--- config.mk ---
export PLATFORM = sky130hd
export DESIGN_NAME = csr_file_flat
export DESIGN_NICKNAME = d
export VERILOG_FILES = /design/src/rtl/csr_file_if.sv /design/src/rtl/csr_file.sv /design/src/flat_wrapper.sv
export SDC_FILE = /design/constraint.sdc
export NUM_CORES = 1
export LEC_CHECK = 0
export BUFFER_PORTS_ARGS = -buffer_cell sky130_fd_sc_hd__buf_2
export CORE_MARGIN = 10
export CORE_UTILIZATION = 53
export CTS_CLUSTER_SIZE = 8
export DETAILED_ROUTE_END_ITERATION = 10
export PLACE_DENSITY = 0.79
export SETUP_SLACK_MARGIN = 0.2
export SYNTH_ARGS = -nofsm -noshare
export SYNTH_HDL_FRONTEND = slang
export SYNTH_SLANG_ARGS = --single-unit
--- constraint.sdc ---
create_clock -name clk -period 6.7 [get_ports clk]
set_input_delay 1.005 -clock clk [delete_from_list [all_inputs] [get_ports clk]]
set_output_delay 1.005 -clock clk [all_outputs]
set_load 0.01 [all_outputs]
--- src/rtl/csr_file_if.sv ---
// Commit-stage CSR write interface.
// The committer drives it through the req modport: at most one CSR write or one trap entry per cycle.
// The CSR file receives it through the rsp modport.
// There is no back-pressure, so every cycle in which valid is high is consumed.
interface csr_wif #(
    parameter int XLEN = 32
);
    logic [11:0]     addr;
    logic [XLEN-1:0] data;
    logic [XLEN-1:0] pc;
    logic [XLEN-1:0] cause;
    logic            trap;
    logic            valid;

    modport req (
        output addr, data, pc, cause, trap, valid
    );

    modport rsp (
        input addr, data, pc, cause, trap, valid
    );
endinterface

--- src/rtl/csr_file.sv ---
// Machine-mode CSR file.
// It accepts CSR writes and trap entries from the commit stage and MRET pulses.
// It serves zero-latency combinational reads to the system path.
// It exports mtvec, mepc and mstatus.MIE to the system unit.
//
// Optional feature macro: CSR_COUNTERS_EN.
// When the macro is defined, the file adds 64-bit mcycle/minstret counters with their
// machine (0xB..) and user read-only (0xC..) addresses.
// Without it, those addresses are unimplemented and retire is ignored.
module csr_file #(
    parameter int              XLEN        = 32,
    parameter logic [XLEN-1:0] MTVEC_RESET = '0,
    parameter logic [XLEN-1:0] HART_ID     = '0
) (
    input  logic            clk,
    input  logic            rst,
    csr_wif.rsp             wbcsr_wif,
    input  logic            mret,
    input  logic            retire,
    input  logic [11:0]     rd_addr,
    output logic [XLEN-1:0] rd_data,
    output logic            rd_illegal,
    output logic [XLEN-1:0] mtvec,
    output logic [XLEN-1:0] mepc,
    output logic            mstatus_mie
);

    localparam logic [11:0] ADDR_MSTATUS   = 12'h300;
    localparam logic [11:0] ADDR_MISA      = 12'h301;
    localparam logic [11:0] ADDR_MTVEC     = 12'h305;
    localparam logic [11:0] ADDR_MSCRATCH  = 12'h340;
    localparam logic [11:0] ADDR_MEPC      = 12'h341;
    localparam logic [11:0] ADDR_MCAUSE    = 12'h342;
    localparam logic [11:0] ADDR_MTVAL     = 12'h343;
    localparam logic [11:0] ADDR_MVENDORID = 12'hF11;
    localparam logic [11:0] ADDR_MARCHID   = 12'hF12;
    localparam logic [11:0] ADDR_MIMPID    = 12'hF13;
    localparam logic [11:0] ADDR_MHARTID   = 12'hF14;

    // misa: MXL field for the configured width, with only the base integer ISA (bit 8, 'I') set.
    localparam logic [1:0]      MISA_MXL = (XLEN == 64) ? 2'b10 : 2'b01;
    localparam logic [XLEN-1:0] MISA_VAL = {MISA_MXL, (XLEN-2)'(9'h100)};

    // mtvec is direct mode only, so the reset value has its mode bits cleared.
    localparam logic [XLEN-1:0] MTVEC_RST = {MTVEC_RESET[XLEN-1:2], 2'b00};

    logic            mie_q;
    logic            mpie_q;
    logic [XLEN-1:0] mtvec_q;
    logic [XLEN-1:0] mscratch_q;
    logic [XLEN-1:0] mepc_q;
    logic [XLEN-1:0] mcause_q;
    logic [XLEN-1:0] mtval_q;

    logic            trap_en;
    logic            wr_en;
    logic            mret_en;
    logic [XLEN-1:0] mstatus_val;

    // The PC is word aligned in mepc, so its low two bits are never stored.
    logic [1:0] unused_pc_bits;
    assign unused_pc_bits = wbcsr_wif.pc[1:0];

    // Resolve the three update sources.
    // A trap takes the strobe away from a CSR write.
    // Any commit strobe suppresses a coincident MRET.
    always_comb begin
        trap_en = wbcsr_wif.valid && wbcsr_wif.trap;
        wr_en   = wbcsr_wif.valid && !wbcsr_wif.trap;
        mret_en = mret && !wbcsr_wif.valid;
    end

    // Assemble the architectural mstatus view.
    // MPP is hardwired to machine mode because this hart has no other privilege level.
    always_comb begin
        mstatus_val        = '0;
        mstatus_val[3]     = mie_q;
        mstatus_val[7]     = mpie_q;
        mstatus_val[12:11] = 2'b11;
    end

    // Main machine-mode state.
    // Trap entry saves the PC and cause and stacks MIE.
    // CSR writes apply their WARL masks.
    // MRET unstacks MIE.
    always_ff @(posedge clk or posedge rst) begin
        if (rst) begin
            mie_q      <= 1'b0;
            mpie_q     <= 1'b0;
            mtvec_q    <= MTVEC_RST;
            mscratch_q <= '0;
            mepc_q     <= '0;
            mcause_q   <= '0;
            mtval_q    <= '0;
        end else if (trap_en) begin
            mepc_q   <= {wbcsr_wif.pc[XLEN-1:2], 2'b00};
            mcause_q <= wbcsr_wif.cause;
            mtval_q  <= '0;
            mpie_q   <= mie_q;
            mie_q    <= 1'b0;
        end else if (wr_en) begin
            case (wbcsr_wif.addr)
                ADDR_MSTATUS: begin
                    mie_q  <= wbcsr_wif.data[3];
                    mpie_q <= wbcsr_wif.data[7];
                end
                ADDR_MTVEC:    mtvec_q    <= {wbcsr_wif.data[XLEN-1:2], 2'b00};
                ADDR_MSCRATCH: mscratch_q <= wbcsr_wif.data;
                ADDR_MEPC:     mepc_q     <= {wbcsr_wif.data[XLEN-1:2], 2'b00};
                ADDR_MCAUSE:   mcause_q   <= wbcsr_wif.data;
                ADDR_MTVAL:    mtval_q    <= wbcsr_wif.data;
                default: ;
            endcase
        end else if (mret_en) begin
            mie_q  <= mpie_q;
            mpie_q <= 1'b1;
        end
    end

`ifdef CSR_COUNTERS_EN
    localparam logic [11:0] ADDR_MCYCLE     = 12'hB00;
    localparam logic [11:0] ADDR_MINSTRET   = 12'hB02;
    localparam logic [11:0] ADDR_MCYCLEH    = 12'hB80;
    localparam logic [11:0] ADDR_MINSTRETH  = 12'hB82;
    localparam logic [11:0] ADDR_CYCLE      = 12'hC00;
    localparam logic [11:0] ADDR_INSTRET    = 12'hC02;
    localparam logic [11:0] ADDR_CYCLEH     = 12'hC80;
    localparam logic [11:0] ADDR_INSTRETH   = 12'hC82;

    logic [63:0] mcycle_q;
    logic [63:0] minstret_q;
    logic [63:0] mcycle_d;
    logic [63:0] minstret_d;

    // Counter next state.
    // The counters normally increment.
    // A write to either half replaces that half, keeps the other half unchanged, and drops the increment.
    // A low-half write therefore never carries into the high half.
    always_comb begin
        mcycle_d   = mcycle_q + 64'd1;
        minstret_d = minstret_q + {63'd0, retire};
        if (wr_en) begin
            case (wbcsr_wif.addr)
                ADDR_MCYCLE: begin
                    mcycle_d             = mcycle_q;
                    mcycle_d[XLEN-1:0]   = wbcsr_wif.data;
                end
                ADDR_MINSTRET: begin
                    minstret_d           = minstret_q;
                    minstret_d[XLEN-1:0] = wbcsr_wif.data;
                end
                ADDR_MCYCLEH: begin
                    if (XLEN == 32) begin
                        mcycle_d = {wbcsr_wif.data[31:0], mcycle_q[31:0]};
                    end
                end
                ADDR_MINSTRETH: begin
                    if (XLEN == 32) begin
                        minstret_d = {wbcsr_wif.data[31:0], minstret_q[31:0]};
                    end
                end
                default: ;
            endcase
        end
    end

    // Counter registers, cleared by reset and otherwise advanced every cycle.
    always_ff @(posedge clk or posedge rst) begin
        if (rst) begin
            mcycle_q   <= '0;
            minstret_q <= '0;
        end else begin
            mcycle_q   <= mcycle_d;
            minstret_q <= minstret_d;
        end
    end
`else
    // Without counters there is nothing to count retirements with.
    logic unused_retire;
    assign unused_retire = retire;
`endif

    // Combinational read port.
    // It shows register state only; a same-cycle write is not bypassed.
    // Unknown addresses read as zero and are flagged as illegal.
    always_comb begin
        rd_data    = '0;
        rd_illegal = 1'b0;
        case (rd_addr)
            ADDR_MSTATUS:   rd_data = mstatus_val;
            ADDR_MISA:      rd_data = MISA_VAL;
            ADDR_MTVEC:     rd_data = mtvec_q;
            ADDR_MSCRATCH:  rd_data = mscratch_q;
            ADDR_MEPC:      rd_data = mepc_q;
            ADDR_MCAUSE:    rd_data = mcause_q;
            ADDR_MTVAL:     rd_data = mtval_q;
            ADDR_MVENDORID: rd_data = '0;
            ADDR_MARCHID:   rd_data = '0;
            ADDR_MIMPID:    rd_data = '0;
            ADDR_MHARTID:   rd_data = HART_ID;
`ifdef CSR_COUNTERS_EN
            ADDR_MCYCLE,   ADDR_CYCLE:   rd_data = mcycle_q[XLEN-1:0];
            ADDR_MINSTRET, ADDR_INSTRET: rd_data = minstret_q[XLEN-1:0];
            ADDR_MCYCLEH,  ADDR_CYCLEH: begin
                if (XLEN == 32) begin
                    rd_data = XLEN'(mcycle_q[63:32]);
                end else begin
                    rd_illegal = 1'b1;
                end
            end
            ADDR_MINSTRETH, ADDR_INSTRETH: begin
                if (XLEN == 32) begin
                    rd_data = XLEN'(minstret_q[63:32]);
                end else begin
                    rd_illegal = 1'b1;
                end
            end
`endif
            default:        rd_illegal = 1'b1;
        endcase
    end

    // Exported state for the system unit.
    always_comb begin
        mtvec       = mtvec_q;
        mepc        = mepc_q;
        mstatus_mie = mie_q;
    end

endmodule

--- src/flat_wrapper.sv ---
// flat-port wrapper written by rule: the top's interface ports become plain ports
module csr_file_flat 
#(
    parameter int              XLEN        = 32,
    parameter logic [XLEN-1:0] MTVEC_RESET = '0,
    parameter logic [XLEN-1:0] HART_ID     = '0
)
  (clk, rst, mret, retire, rd_addr, rd_data, rd_illegal, mtvec, mepc, mstatus_mie, wbcsr_wif_addr, wbcsr_wif_data, wbcsr_wif_pc, wbcsr_wif_cause, wbcsr_wif_trap, wbcsr_wif_valid);
  csr_wif #(.XLEN(XLEN)) wbcsr_wif_i ();
  input  logic clk;
  input  logic rst;
  input  logic mret;
  input  logic retire;
  input  logic [11:0] rd_addr;
  output logic [XLEN-1:0] rd_data;
  output logic rd_illegal;
  output logic [XLEN-1:0] mtvec;
  output logic [XLEN-1:0] mepc;
  output logic mstatus_mie;
  input wire logic [$bits(wbcsr_wif_i.addr)-1:0] wbcsr_wif_addr;
  input wire logic [$bits(wbcsr_wif_i.data)-1:0] wbcsr_wif_data;
  input wire logic [$bits(wbcsr_wif_i.pc)-1:0] wbcsr_wif_pc;
  input wire logic [$bits(wbcsr_wif_i.cause)-1:0] wbcsr_wif_cause;
  input wire logic [$bits(wbcsr_wif_i.trap)-1:0] wbcsr_wif_trap;
  input wire logic [$bits(wbcsr_wif_i.valid)-1:0] wbcsr_wif_valid;
  assign wbcsr_wif_i.addr = wbcsr_wif_addr;
  assign wbcsr_wif_i.data = wbcsr_wif_data;
  assign wbcsr_wif_i.pc = wbcsr_wif_pc;
  assign wbcsr_wif_i.cause = wbcsr_wif_cause;
  assign wbcsr_wif_i.trap = wbcsr_wif_trap;
  assign wbcsr_wif_i.valid = wbcsr_wif_valid;
  csr_file #(.XLEN(XLEN), .MTVEC_RESET(MTVEC_RESET), .HART_ID(HART_ID)) u_core (.clk(clk), .rst(rst), .wbcsr_wif(wbcsr_wif_i), .mret(mret), .retire(retire), .rd_addr(rd_addr), .rd_data(rd_data), .rd_illegal(rd_illegal), .mtvec(mtvec), .mepc(mepc), .mstatus_mie(mstatus_mie));
endmodule
==> flow_summary.json <==
{
  "status": "completed",
  "cp-end-kind": "output port",
  "routed_wl_mm": 25.4,
  "clk_latency_ns": 0.42,
  "hpwl_mm": 17.3,
  "boundaryPins": 224,
  "grt_setup_unrepaired": "false",
  "whs_ns": 0.489,
  "track_usage": 0.242,
  "finalSetupTns_ns": 0,
  "dp_cells": 1155,
  "required_ns": 5.69,
  "layout-drive-gt1-share": 0.334,
  "synth_fa_ha_area_frac": 0,
  "crit_family": "buffers and inverters",
  "remaining_drc_errors": 0,
  "vias": 7237,
  "min_period_over_period": 0.656,
  "start_util": 0.539,
  "synth.avg_cell_area_um2": 10.1,
  "yosys_warnings": 0,
  "cts_htree_levels": 4,
  "p_clk_frac": 0.442,
  "synthFlopType": "dfrtp_1",
  "crit_buf_inv": 5,
  "tightestPinTransition_ns": 0.971,
  "crit_fanout": 26,
  "maxSlewHeadroom": 0.351,
  "cpPeakStageDelay_ns": 0.70,
  "clockRootBuffer": "clkbuf_16",
  "viasPerCell": 6.08,
  "critPathSlowestCell": "nor4_4",
  "gp_congestion": 0.820,
  "pre_cts_slack_ns": 2.34,
  "synth_cell_types": 46,
  "die_x_um": 144,
  "slew_violations": 0,
  "grt_pass1_vias": 7370,
  "internal-power_mw": 1.74,
  "holdPathEnd": "u_core.mscratch_q[9]",
  "drtIter0Drc": 645,
  "die_area_um2": 20800,
  "clock-sinks": 158,
  "finalSetupViolCount": 0,
  "numCtsBuffers": 17,
  "wire_per_inst_um": 21.3,
  "fp.coreArea_um2": 15100,
  "comb_power_share": 0.111,
  "ant_nets": 0,
  "cts_tree": "yes",
  "critical_path_class": "input pin to output port",
  "clockBufferDepth": 2,
  "r2r_slack_ns": 5.62,
  "synth_seq_cells": 158,
  "hold_violations": 0,
  "synth_edf_count": 0,
  "fin_nets": 1112,
  "first_pass_iters": 6,
  "ys_async_sr_fraction": 1.00,
  "synthCells": 804,
  "postCtsHoldBufs": 0,
  "syn_area_um2": 8160,
  "synth_top_family_by_area": "compound AO/OA/AOI/OAI gates",
  "syn_to_final_growth_pct": 21.4,
  "min_from": "u_core.mscratch_q[9]",
  "die_h_um": 144,
  "grt_max_degree": 90,
  "cp.arrival_ns": 3.39,
  "gr-total-overflow": 0,
  "num_rows": 45,
  "critPathLaunchType": "input pin",
  "yosysSeqAreaShare": 0.485,
  "pwr-share-seq": 0.447,
  "cts_setup_buffers": 0,
  "fin_worst_skew_ns": 0.000205,
  "ir_drop_v": 0.000169,
  "n_fill_cell": 1263,
  "fin_ws_ns": 2.31,
  "max_clock_freq_mhz": 228,
  "path_cells": "buf_2 > buf_4 > nand2b_1 > nor4_4 > buf_4 > a222oi_1 > inv_1 > buf_2",
  "io_buffers": 216,
  "cap_violations": 0,
  "swShare": 0.252,
  "synth.area.mux_share": 0.171,
  "synth_xor_xnor_area_share": 0,
  "r2r_end": "u_core.mpie_q",
  "grt_antenna_before_repair": 6,
  "clkTransAtPathRegs_ns": 0.06,
  "cellPowerDensity_nw_per_um2": 235,
  "holdPathStages": 1,
  "period_minus_slack_ns": 4.39,
  "grt_pass1_wl_mm": 39.5,
  "min_path_type": "register to register",
  "final_cells": 1191,
  "p_leak_nw": 5.11,
  "synth-compound-area-share": 0.175,
  "reg2reg_from": "u_core.mstatus_mie",
  "synthSimpleGateAreaFrac": 0.111,
  "p_sw_mw": 0.586,
  "cts_resized": 0,
  "worst_r2r_path_depth": 3
}
layout by cell type (no fill, tap or decap), types with 3 or more instances in the layout:
| cell | Yosys | routed |
|---|---|---|
| buf_2 | 12 | 216 |
| dfrtp_1 | 158 | 158 |
| nand2_1 | 109 | 109 |
| a21oi_1 | 67 | 67 |
| o21ai_0 | 65 | 65 |
| mux2i_1 | 57 | 57 |
| mux2_2 | 54 | 54 |
| nor2_1 | 39 | 39 |
| a31oi_1 | 33 | 33 |
| inv_1 | 26 | 25 |
| o2bb2ai_1 | 24 | 24 |
| a222oi_1 | 24 | 24 |
| clkbuf_16 | 0 | 17 |
| buf_4 | 8 | 16 |
| mux2_1 | 15 | 15 |
| nand4_1 | 6 | 6 |
| nand2b_1 | 6 | 6 |
| clkinvlp_4 | 0 | 5 |
| diode_2 | 0 | 4 |
| nand3b_1 | 4 | 4 |
| conb_1 | 1 | 4 |
| bufinv_16 | 0 | 4 |
| and2_1 | 4 | 3 |
| a32oi_1 | 3 | 3 |
| o211ai_1 | 3 | 3 |
metrics by stage:
stage | instance area [um^2] | util | total power [mW]
2_1_floorplan | 8170 | - | 1.19
3_3_place_gp | 9260 | 0.612 | 1.31
3_5_place_dp | 9260 | 0.612 | 1.32
4_1_cts | 9890 | 0.653 | 2.34
5_1_grt | 9900 | 0.653 | 2.41
6_report | 9900 | 0.654 | 2.33
area by class of cell:
type / instances / area [um^2] / area share
clock buffer: 19 / 443 / 0.0447
antenna: 4 / 10.0 / 0.00101
sequential: 158 / 3950 / 0.399
clock inverter: 13 / 189 / 0.0191
timing repair buffer: 232 / 1200 / 0.121
tap: 188 / 235 / 0.0237
multi-input combinational: 551 / 3770 / 0.381
inverter: 26 / 103 / 0.0104
layer usage:
layer,track usage,vias to the layer above,part of all wire
met5,0,-,0.00083
met4,0.0951,4,0.023
met1,0.302,3571,0.40
met2,0.394,325,0.49
li1,-,3292,-
met3,0.0630,45,0.085
sequential cells by signal (all words and copies together) (netlist names):
register and cells:
u_core.mepc 30, u_core.mstatus_mie 1, u_core.mcause_q 32, u_core.mpie_q 1, u_core.mtval_q 32, u_core.mscratch_q 32
u_core.mtvec 30
Yosys cell counts, drive strengths merged (2+ instances only):
master,number,area (um^2)
a21oi,67,335
a222oi,24,240
a31oi,33,206
a32oi,3,26.3
and2,4,25.0
and4,2,17.5
and4b,2,20.0
buf,31,221
clkbuf,41,154
dfrtp,158,3950
inv,26,97.6
mux2,69,777
mux2i,57,571
mux4,2,45.0
nand2,109,409
nand2b,6,37.5
nand3,2,10.0
nand3b,4,30.0
nand4,6,37.5
nor2,39,146
nor2b,3,18.8
nor3,3,25.0
nor4,4,55.1
o211ai,3,22.5
o21ai,65,325
o22ai,2,12.5
o2bb2ai,24,210
o31ai,2,15.0
or3b,2,17.5
or4,2,18.8
power by group through the flow:
stage	clock (mW)	sequential, mW	combinational, mW
after floorplan	0	1.06	0.133
after global placement	0	1.05	0.254
after detailed placement	0	1.06	0.259
after CTS	1.04	1.04	0.260
after global routing	1.08	1.05	0.286
final	1.03	1.04	0.259
logic make-up after synthesis:
family | after synthesis
AO/OA/AOI/OAI | 227
AND/OR/NAND/NOR | 192
flip-flops | 158
multiplexers | 128
buffers and inverters | 98
other | 1
worst max path at each step:
stage          startpoint            endpoint  slack (ns)  cells past startpoint
5_1_grt        rd_addr[0]          rd_data[9]        2.20                      8
4_1_cts        rd_addr[0]          rd_data[9]        2.33                      8
3_3_place_gp   rd_addr[0]          rd_data[9]        2.32                      8
3_5_place_dp   rd_addr[0]          rd_data[9]        2.34                      8
2_1_floorplan         rst  u_core.mcause_q[0]        1.43                      1
6_report       rd_addr[0]          rd_data[9]        2.31                      8
No activity file was read; power rests on OpenSTA's default activity.
